==> src/rtl/dmem_port_arbiter.sv <==
// Arbitrates a single-port data memory between the cpu MEM stage and a DMA/loader port.
// Optional feature: define DMEM_ARB_RR_EN for a round-robin default policy (fixed cpu priority otherwise).
module dmem_port_arbiter #(
    parameter int DATA_W       = 32,
    parameter int ADDR_W       = 32,
    parameter int STARVE_LIMIT = 4,
    parameter int MAX_BURST    = 8
) (
    input  logic              clk,
    input  logic              reset_n,
    input  logic              cpu_req,
    input  logic              cpu_we,
    input  logic [ADDR_W-1:0] cpu_addr,
    input  logic [DATA_W-1:0] cpu_wdata,
    output logic              cpu_gnt,
    output logic              cpu_stall,
    output logic              cpu_rvalid,
    input  logic              dma_req,
    input  logic              dma_we,
    input  logic              dma_lock,
    input  logic [ADDR_W-1:0] dma_addr,
    input  logic [DATA_W-1:0] dma_wdata,
    output logic              dma_gnt,
    output logic              dma_rvalid,
    output logic [DATA_W-1:0] rdata,
    output logic              mem_we,
    output logic [ADDR_W-1:0] mem_addr,
    output logic [DATA_W-1:0] mem_wdata,
    input  logic [DATA_W-1:0] mem_rdata,
    output logic [1:0]        o_dbg_state
);

    // Handshake: a transfer happens on any cycle where req and gnt are both 1;
    // requesters hold req/we/addr/wdata stable until granted.

    localparam int SW = $clog2(STARVE_LIMIT + 1);
    localparam int BW = $clog2(MAX_BURST + 1);

    typedef enum logic [1:0] {
        ST_IDLE  = 2'd0,
        ST_CPU   = 2'd1,
        ST_DMA   = 2'd2,
        ST_BURST = 2'd3
    } state_t;

    state_t          r_state;
    state_t          w_state_nxt;
    logic [SW-1:0]   r_starve_cnt;
    logic [SW-1:0]   w_starve_nxt;
    logic [BW-1:0]   r_burst_cnt;
    logic [BW-1:0]   w_burst_nxt;
    logic            w_cpu_win;
    logic            w_dma_win;
    logic [DATA_W-1:0] r_rdata;
    logic            r_cpu_rvalid;
    logic            r_dma_rvalid;

`ifdef DMEM_ARB_RR_EN
    logic            r_last_dma;

    // Last-owner bit resets to dma so the cpu wins the first tie.
    always_ff @(posedge clk or negedge reset_n) begin
        if (!reset_n)
            r_last_dma <= 1'b1;
        else if (w_cpu_win || w_dma_win)
            r_last_dma <= w_dma_win;
    end
`endif

    always_comb begin
        w_cpu_win = 1'b0;
        w_dma_win = 1'b0;
        if (!reset_n) begin
            w_cpu_win = 1'b0;
            w_dma_win = 1'b0;
        end else if (r_state == ST_BURST && dma_req && r_burst_cnt < BW'(MAX_BURST)) begin
            w_dma_win = 1'b1;
        end else if (r_starve_cnt == SW'(STARVE_LIMIT) && dma_req) begin
            w_dma_win = 1'b1;
        end else if (r_burst_cnt == BW'(MAX_BURST) && cpu_req) begin
            w_cpu_win = 1'b1;
        end else begin
`ifdef DMEM_ARB_RR_EN
            if (cpu_req && dma_req) begin
                w_cpu_win = r_last_dma;
                w_dma_win = ~r_last_dma;
            end else begin
                w_cpu_win = cpu_req;
                w_dma_win = dma_req;
            end
`else
            w_cpu_win = cpu_req;
            w_dma_win = dma_req & ~cpu_req;
`endif
        end
    end

    always_comb begin
        w_state_nxt  = ST_IDLE;
        w_burst_nxt  = '0;
        w_starve_nxt = '0;
        if (w_dma_win)
            w_state_nxt = dma_lock ? ST_BURST : ST_DMA;
        else if (w_cpu_win)
            w_state_nxt = ST_CPU;
        // Burst count includes the beat that enters BURST; it saturates at MAX_BURST.
        if (w_state_nxt == ST_BURST)
            w_burst_nxt = (r_burst_cnt == BW'(MAX_BURST)) ? r_burst_cnt : r_burst_cnt + 1'b1;
        if (dma_req && !w_dma_win)
            w_starve_nxt = (r_starve_cnt == SW'(STARVE_LIMIT)) ? r_starve_cnt : r_starve_cnt + 1'b1;
    end

    always_ff @(posedge clk or negedge reset_n) begin
        if (!reset_n) begin
            r_state      <= ST_IDLE;
            r_burst_cnt  <= '0;
            r_starve_cnt <= '0;
        end else begin
            r_state      <= w_state_nxt;
            r_burst_cnt  <= w_burst_nxt;
            r_starve_cnt <= w_starve_nxt;
        end
    end

    always_ff @(posedge clk or negedge reset_n) begin
        if (!reset_n) begin
            r_rdata      <= '0;
            r_cpu_rvalid <= 1'b0;
            r_dma_rvalid <= 1'b0;
        end else begin
            r_cpu_rvalid <= w_cpu_win & ~cpu_we;
            r_dma_rvalid <= w_dma_win & ~dma_we;
            if ((w_cpu_win && !cpu_we) || (w_dma_win && !dma_we))
                r_rdata <= mem_rdata;
        end
    end

    always_comb begin
        mem_we    = 1'b0;
        mem_addr  = '0;
        mem_wdata = '0;
        if (w_cpu_win) begin
            mem_we    = cpu_we;
            mem_addr  = cpu_addr;
            mem_wdata = cpu_wdata;
        end else if (w_dma_win) begin
            mem_we    = dma_we;
            mem_addr  = dma_addr;
            mem_wdata = dma_wdata;
        end
    end

    assign cpu_gnt     = w_cpu_win;
    assign dma_gnt     = w_dma_win;
    assign cpu_stall   = cpu_req & ~w_cpu_win;
    assign cpu_rvalid  = r_cpu_rvalid;
    assign dma_rvalid  = r_dma_rvalid;
    assign rdata       = r_rdata;
    assign o_dbg_state = r_state;

endmodule

==> config.mk <==
export PLATFORM = sky130hd
export DESIGN_NAME = dmem_port_arbiter
export DESIGN_NICKNAME = d
export VERILOG_FILES = /design/src/rtl/dmem_port_arbiter.sv
export SDC_FILE = /design/constraint.sdc
export NUM_CORES = 1
export LEC_CHECK = 0
export ABC_AREA = 1
export BUFFER_PORTS_ARGS = -buffer_cell sky130_fd_sc_hd__buf_2
export CORE_AREA = 2 2 105 107
export DETAILED_ROUTE_END_ITERATION = 10
export DIE_AREA = 0 0 107 109
export SETUP_SLACK_MARGIN = 0.5
export SYNTH_ARGS = -nofsm -noshare
export SYNTH_HDL_FRONTEND = slang
export SYNTH_SLANG_ARGS = --single-unit
==> constraint.sdc <==
create_clock -name clk -period 3 [get_ports clk]
set_clock_uncertainty 0.2 [all_clocks]
set_input_delay 0.6 -clock clk [delete_from_list [all_inputs] [get_ports clk]]
set_output_delay 0.6 -clock clk [all_outputs]
set_load 0.05 [all_outputs]
======== Word-level counts from Yosys, hierarchy flattened ========
Cells that the tools add are included.
cells by class
  order comparisons ....................... 1
  eq/ne operators ......................... 6
  add/subtract/negate cells ............... 2
  multiplexer cells ....................... 21
  bitwise logic cells ..................... 8
  reductions and logical operators ........ 11
operators with widths
  cell                   count
  $mux W32               4
  $mux W1                12
  $mux W4                2
  $logic_and A1 B1 Y1    7
  $mux W3                2
  $add A4 B1 Y4 const B  1
  $and A1 B1 Y1          4
  $eq A2 B2 Y1 const B   2
  $eq A4 B4 Y1 const B   1
  $lt A4 B4 Y1 const B   1
  $ne A2 B2 Y1 const B   2
  $not A1 Y1             4
  $add A3 B1 Y3 const B  1
  $eq A3 B3 Y1 const B   1
  $logic_not A1 Y1       3
  $mux W2                1
  $logic_or A1 B1 Y1     1
storage, ports and cells
  word-level logic and storage cells ...... 55
  bits of input ports ..................... 167
  output and inout bits ................... 104
  register bits ........................... 43

======== Logic depth before layout (Yosys ltp) ========
  word-level depth ........................ 10
  depth in mapped cells ................... 10
  depth with buffers taken out ............ 8

======== Worst setup path after synthesis ========
No wires, ideal clock.
  path type ............................... reg2out
  from .................................... register r_state[0], in the netlist o_dbg_state[0]
  to ...................................... output cpu_stall
  slack ................................... 0.067 ns
  buffers on the path ..................... 1
  data arrival time ....................... 2.133 ns
  cell stages (with the launch flop) ...... 8
  data required time ...................... 2.200 ns
  cell sequence ........................... dfrtp_1 -> nand2_1 -> inv_1 -> nand2_1 -> nand3_1 -> inv_2 -> clkbuf_1 -> nor2_1
on the way
  word-level cells in the longest chain between the ends .. 7
RTL lines
  item                               line  text
  start, declared                    46    state_t r_state;
  start signal, assigned             119   r_state <= w_state_nxt;
  $eq A2 B2 Y1                       76    end else if (r_state == ST_BURST && dma_req && r_burst_cnt < BW'(MAX_BURST)) begin
  $logic_and A1 B1 Y1 (2 in series)  76
  $mux W1                            76
  $mux W1                            73    if (!reset_n) begin
  via cpu_gnt                        15    output logic cpu_gnt,
  $not A1 Y1                         155   assign cpu_stall = cpu_req & ~w_cpu_win;
  $and A1 B1 Y1                      155
  end, declared                      16    output logic cpu_stall,
The timed path passes the listed nets, and every way through them passes these cells.

======== Worst setup path after layout ========
  from .................................... register r_starve_cnt[1]
  to ...................................... output mem_wdata[9]
on the way
  word-level cells in the longest chain between the ends .. 7
  elaborated cells between the ends (all ways) .. 10
  those cells by class .................... eq/ne (1); mux (8); reduce/logical (1)
RTL lines
  item                    line  text
  start, declared         48    logic [SW-1:0] r_starve_cnt;
  start signal, assigned  121   r_starve_cnt <= w_starve_nxt;
  $eq A3 B3 Y1 *          78    end else if (r_starve_cnt == SW'(STARVE_LIMIT) && dma_req) begin
  $logic_and A1 B1 Y1 *   78
  $mux W1                 78
  $mux W1                 76
  $mux W1                 73
  $mux W32                146   end else if (w_dma_win) begin
  $mux W32 *              142   if (w_cpu_win) begin
  end, declared           28    output logic [DATA_W-1:0] mem_wdata,
Mark *: on every way between the ends. The rest lies on a longest branch, timed or not.

==> reports/metrics.yaml <==
die_w_um: 107
worst-setup-path-type: "flip-flop to output pin"
worst_pin_slew_ns: 0.573
min_path_type: "input pin to async pin"
tns_ns: 0
final_cell_area_um2: 5410
utilization_pct: 51.1
insertedDiodeCount: 0
distinct_cell_type_count_of_the_synthesized_netlist: 23
place.port_buffers: 270
critical_path_fanout_max: 17
post_synthesis_average_cell_area_um2: 6.44
power_switching_share_pct: 48.4
maxSlewHeadroom_pct: 61.7
worstPathRequired_ns: 2.20
power.net_switching_w: 0.00126
wirelength_um: 13300
gp_routability_congestion: 0.704
tritoncts.num_buffers: 5
rsz0062_at_grt: "true"
grt_antenna_before_repair: 0
regToRegSetupSlack_ns: 0.95
post_synth_inst_count: 411
routed-via-count: 3807
timing.final.hold_violations: 0
mappedNetlistArea_um2: 2650
net_count_after_synthesis: 582
worst_setup_path_end_kind: "output pin"
yosys-top-cells-area: "sky130_fd_sc_hd__dfrtp_1, sky130_fd_sc_hd__nand2_1, sky130_fd_sc_hd__nand3_1, sky130_fd_sc_hd__buf_6, sky130_fd_sc_hd__buf_2"
tritoncts: "built"
fp.coreArea_um2: 10600
antenna_violating_nets_post_route: 0
first_pass_iteration_count_of_the_detailed_router: 5
vdd_drop_max_mv: 0.432
max_clock_freq_mhz: 370
clkSinkCount: 43
drt-vias-per-instance: 4.55
clockBufferDepth: 2
first_pass_grt_wire_length_um: 18700
worstReg2RegStart: "r_starve_cnt[1]"
die_height_um: 109
final_layout_size_suffix_gt1_share_pct: 53.2
dpl_cell_area_um2: 4180
top_level_ports: 271
detail_route.drc_violations: 0
share_seq_of_total_power_pct: 28.6
vias_in_the_first_global_route: 3708
pwr-share-clk_pct: 14.9
finalSetupViolations: 0
clkTransAtPathRegs_ns: 0.10
synth_sequential_area_ratio_pct: 40.6
outcome: "finished clean"
net_total_in_the_final_layout: 867
initial_core_utilization_pct: 25.0
route.detailed.wl_per_inst_um: 15.9
grt_max_degree: 46
arrival_ns: 1.90
intPower_w: 0.00134
power.density_cell_area_nw_per_um2: 480
synth_top_cell_area_share_pct: 40.6
core.rowCount: 38
holdBufCountCts: 0
yosysTopAreaCell: "sky130_fd_sc_hd__dfrtp_1"
timing.reg2reg.worst_path_depth: 10
overflow: 0
floorplan.die_area_um2: 11700
filler_cell_count: 1007
maxCapViolCount: 0
post-route-period-util_pct: 90.1
period_minus_slack_ns: 2.70
reg2reg_to: "rdata[31]"
synth.yosys.warnings: 0
clock_latency_on_the_worst_skew_pair_ns: 0.30
first_iter_violations: 329
half_perimeter_wire_length_of_the_detailed_placement_result_um: 8380
placed_cells: 803
timing.final.max_slew_violations: 0
stdcell_count: 837
synth_seq_cells: 43
crit_path_start_kind: "flip-flop"
syn2layout_area_growth_pct: 104
h-tree-depth: 2
power.share.combinational_pct: 56.5
clock_root_buffer_master: "sky130_fd_sc_hd__clkbuf_8"
finalHoldWorstSlack_ns: 0.248
power.leakage_nw: 3.17
grtUsageTotal_pct: 20.6
## Yosys cell counts, drive strengths merged
library cell,number
nor2,7
nand4,1
dfrtp,43
o21bai,1
clkbuf,4
a21oi,1
nand2,270
buf,19
clkinv,1
nand3b,1
xor2,4
nand3,37
ha,4
o21ai,2
inv,14
xnor2,1
nor3,1
## cells in the final DEF, fill, tap and decap left out, types with 2 or more instances in the layout
cell / netlist / layout
sky130_fd_sc_hd__buf_8: 0 / 18
sky130_fd_sc_hd__buf_4: 3 / 15
sky130_fd_sc_hd__buf_6: 5 / 46
sky130_fd_sc_hd__xor2_1: 4 / 4
sky130_fd_sc_hd__nand2_2: 1 / 34
sky130_fd_sc_hd__dfrtp_2: 0 / 2
sky130_fd_sc_hd__inv_1: 12 / 10
sky130_fd_sc_hd__nand3_4: 0 / 2
sky130_fd_sc_hd__buf_2: 10 / 202
sky130_fd_sc_hd__clkinvlp_4: 0 / 2
sky130_fd_sc_hd__buf_12: 0 / 10
sky130_fd_sc_hd__clkbuf_16: 0 / 3
sky130_fd_sc_hd__nand3_2: 1 / 2
sky130_fd_sc_hd__inv_2: 2 / 2
sky130_fd_sc_hd__buf_16: 0 / 6
sky130_fd_sc_hd__ha_1: 4 / 3
sky130_fd_sc_hd__nand2_1: 269 / 222
sky130_fd_sc_hd__nand2_4: 0 / 14
sky130_fd_sc_hd__dfrtp_1: 43 / 41
sky130_fd_sc_hd__nand3_1: 36 / 33
sky130_fd_sc_hd__nor2_1: 7 / 5
sky130_fd_sc_hd__clkbuf_8: 0 / 5
## sequential cells by signal, summed over array words and instances, names as in the netlist
register and cells:
o_dbg_state 2, rdata 32, cpu_rvalid 1, dma_rvalid 1, r_burst_cnt 4, r_starve_cnt 3
## area by class of cell
type / instances / area [µm²] / area share, %
clock buffer: 5 / 68.8 / 1.27
clock inverter: 3 / 23.8 / 0.439
inverter: 15 / 71.3 / 1.32
multi-input combinational: 330 / 1610 / 29.8
sequential: 43 / 1080 / 19.9
tap: 140 / 175 / 3.24
timing repair buffer: 301 / 2380 / 44.0
## per-layer routing
layer	GRT usage (%)	part of all wire [%]	up-vias	wire (µm)
met3	6.22	9.0	36	1210
met2	34.3	48	209	6470
li1	-	-	1819	-
met5	0	0	-	0
met1	24.6	38	1743	5060
met4	9.18	4.6	0	619
## power by group through the flow
| stage | sequential, W | clock, W | combinational (W) |
|---|---|---|---|
| after floorplan | 0.00110 | 0 | 0.000483 |
| after global placement | 0.000747 | 0 | 0.00119 |
| after detailed placement | 0.000749 | 0 | 0.00120 |
| after CTS | 0.000744 | 0.000400 | 0.00140 |
| after global routing | 0.000757 | 0.000425 | 0.00154 |
| final | 0.000744 | 0.000387 | 0.00147 |
## critical path, stage by stage, from the launching register on
cell and delay [ns]:
sky130_fd_sc_hd__dfrtp_1 0.37, sky130_fd_sc_hd__inv_2 0.06, sky130_fd_sc_hd__ha_4 0.17, sky130_fd_sc_hd__nand3_4 0.11, sky130_fd_sc_hd__nand3_2 0.13, sky130_fd_sc_hd__inv_4 0.12
sky130_fd_sc_hd__buf_12 0.14, sky130_fd_sc_hd__buf_16 0.15, sky130_fd_sc_hd__nand2_1 0.09, sky130_fd_sc_hd__nand2_1 0.09, sky130_fd_sc_hd__buf_6 0.16
## metrics by stage
step | power (W) | worst slack [ns]
floorplan | 0.00158 | 0.509
global placement | 0.00194 | 0.158
detailed placement | 0.00195 | 0.158
CTS | 0.00254 | 0.282
global route | 0.00273 | 0.182
finish | 0.00260 | 0.297
## cell families (layout without fill, tap and decap cells)
kind of cell | after synthesis | in the layout | synth area share, %
xor+xnor | 5 | 5 | 1.65
buf+inv | 38 | 324 | 7.70
compound gates | 4 | 4 | 0.851
simple gates | 317 | 317 | 47.3
fa+ha+maj | 4 | 4 | 1.89
flops | 43 | 43 | 40.6
## worst max-delay path by stage
stage | start | endpoint | slack, ns | depth (start not counted)
floorplan | dma_req | mem_addr[10] | 0.51 | 9
global placement | dma_req | mem_wdata[21] | 0.16 | 9
detailed placement | dma_req | mem_wdata[21] | 0.16 | 9
CTS | r_starve_cnt[1] | mem_addr[19] | 0.28 | 11
global route | r_starve_cnt[0] | mem_wdata[8] | 0.18 | 9
finish | r_starve_cnt[1] | mem_wdata[9] | 0.30 | 10
## timing repair
item | in CTS | in global routing
cloned | 7 | 3
setup buffers | 10 | 6
pin swaps | 3 | 7
resized for setup | 156 | 69
setup endpoints to repair | 68 | 68
No activity file was read; power rests on OpenSTA's default activity.
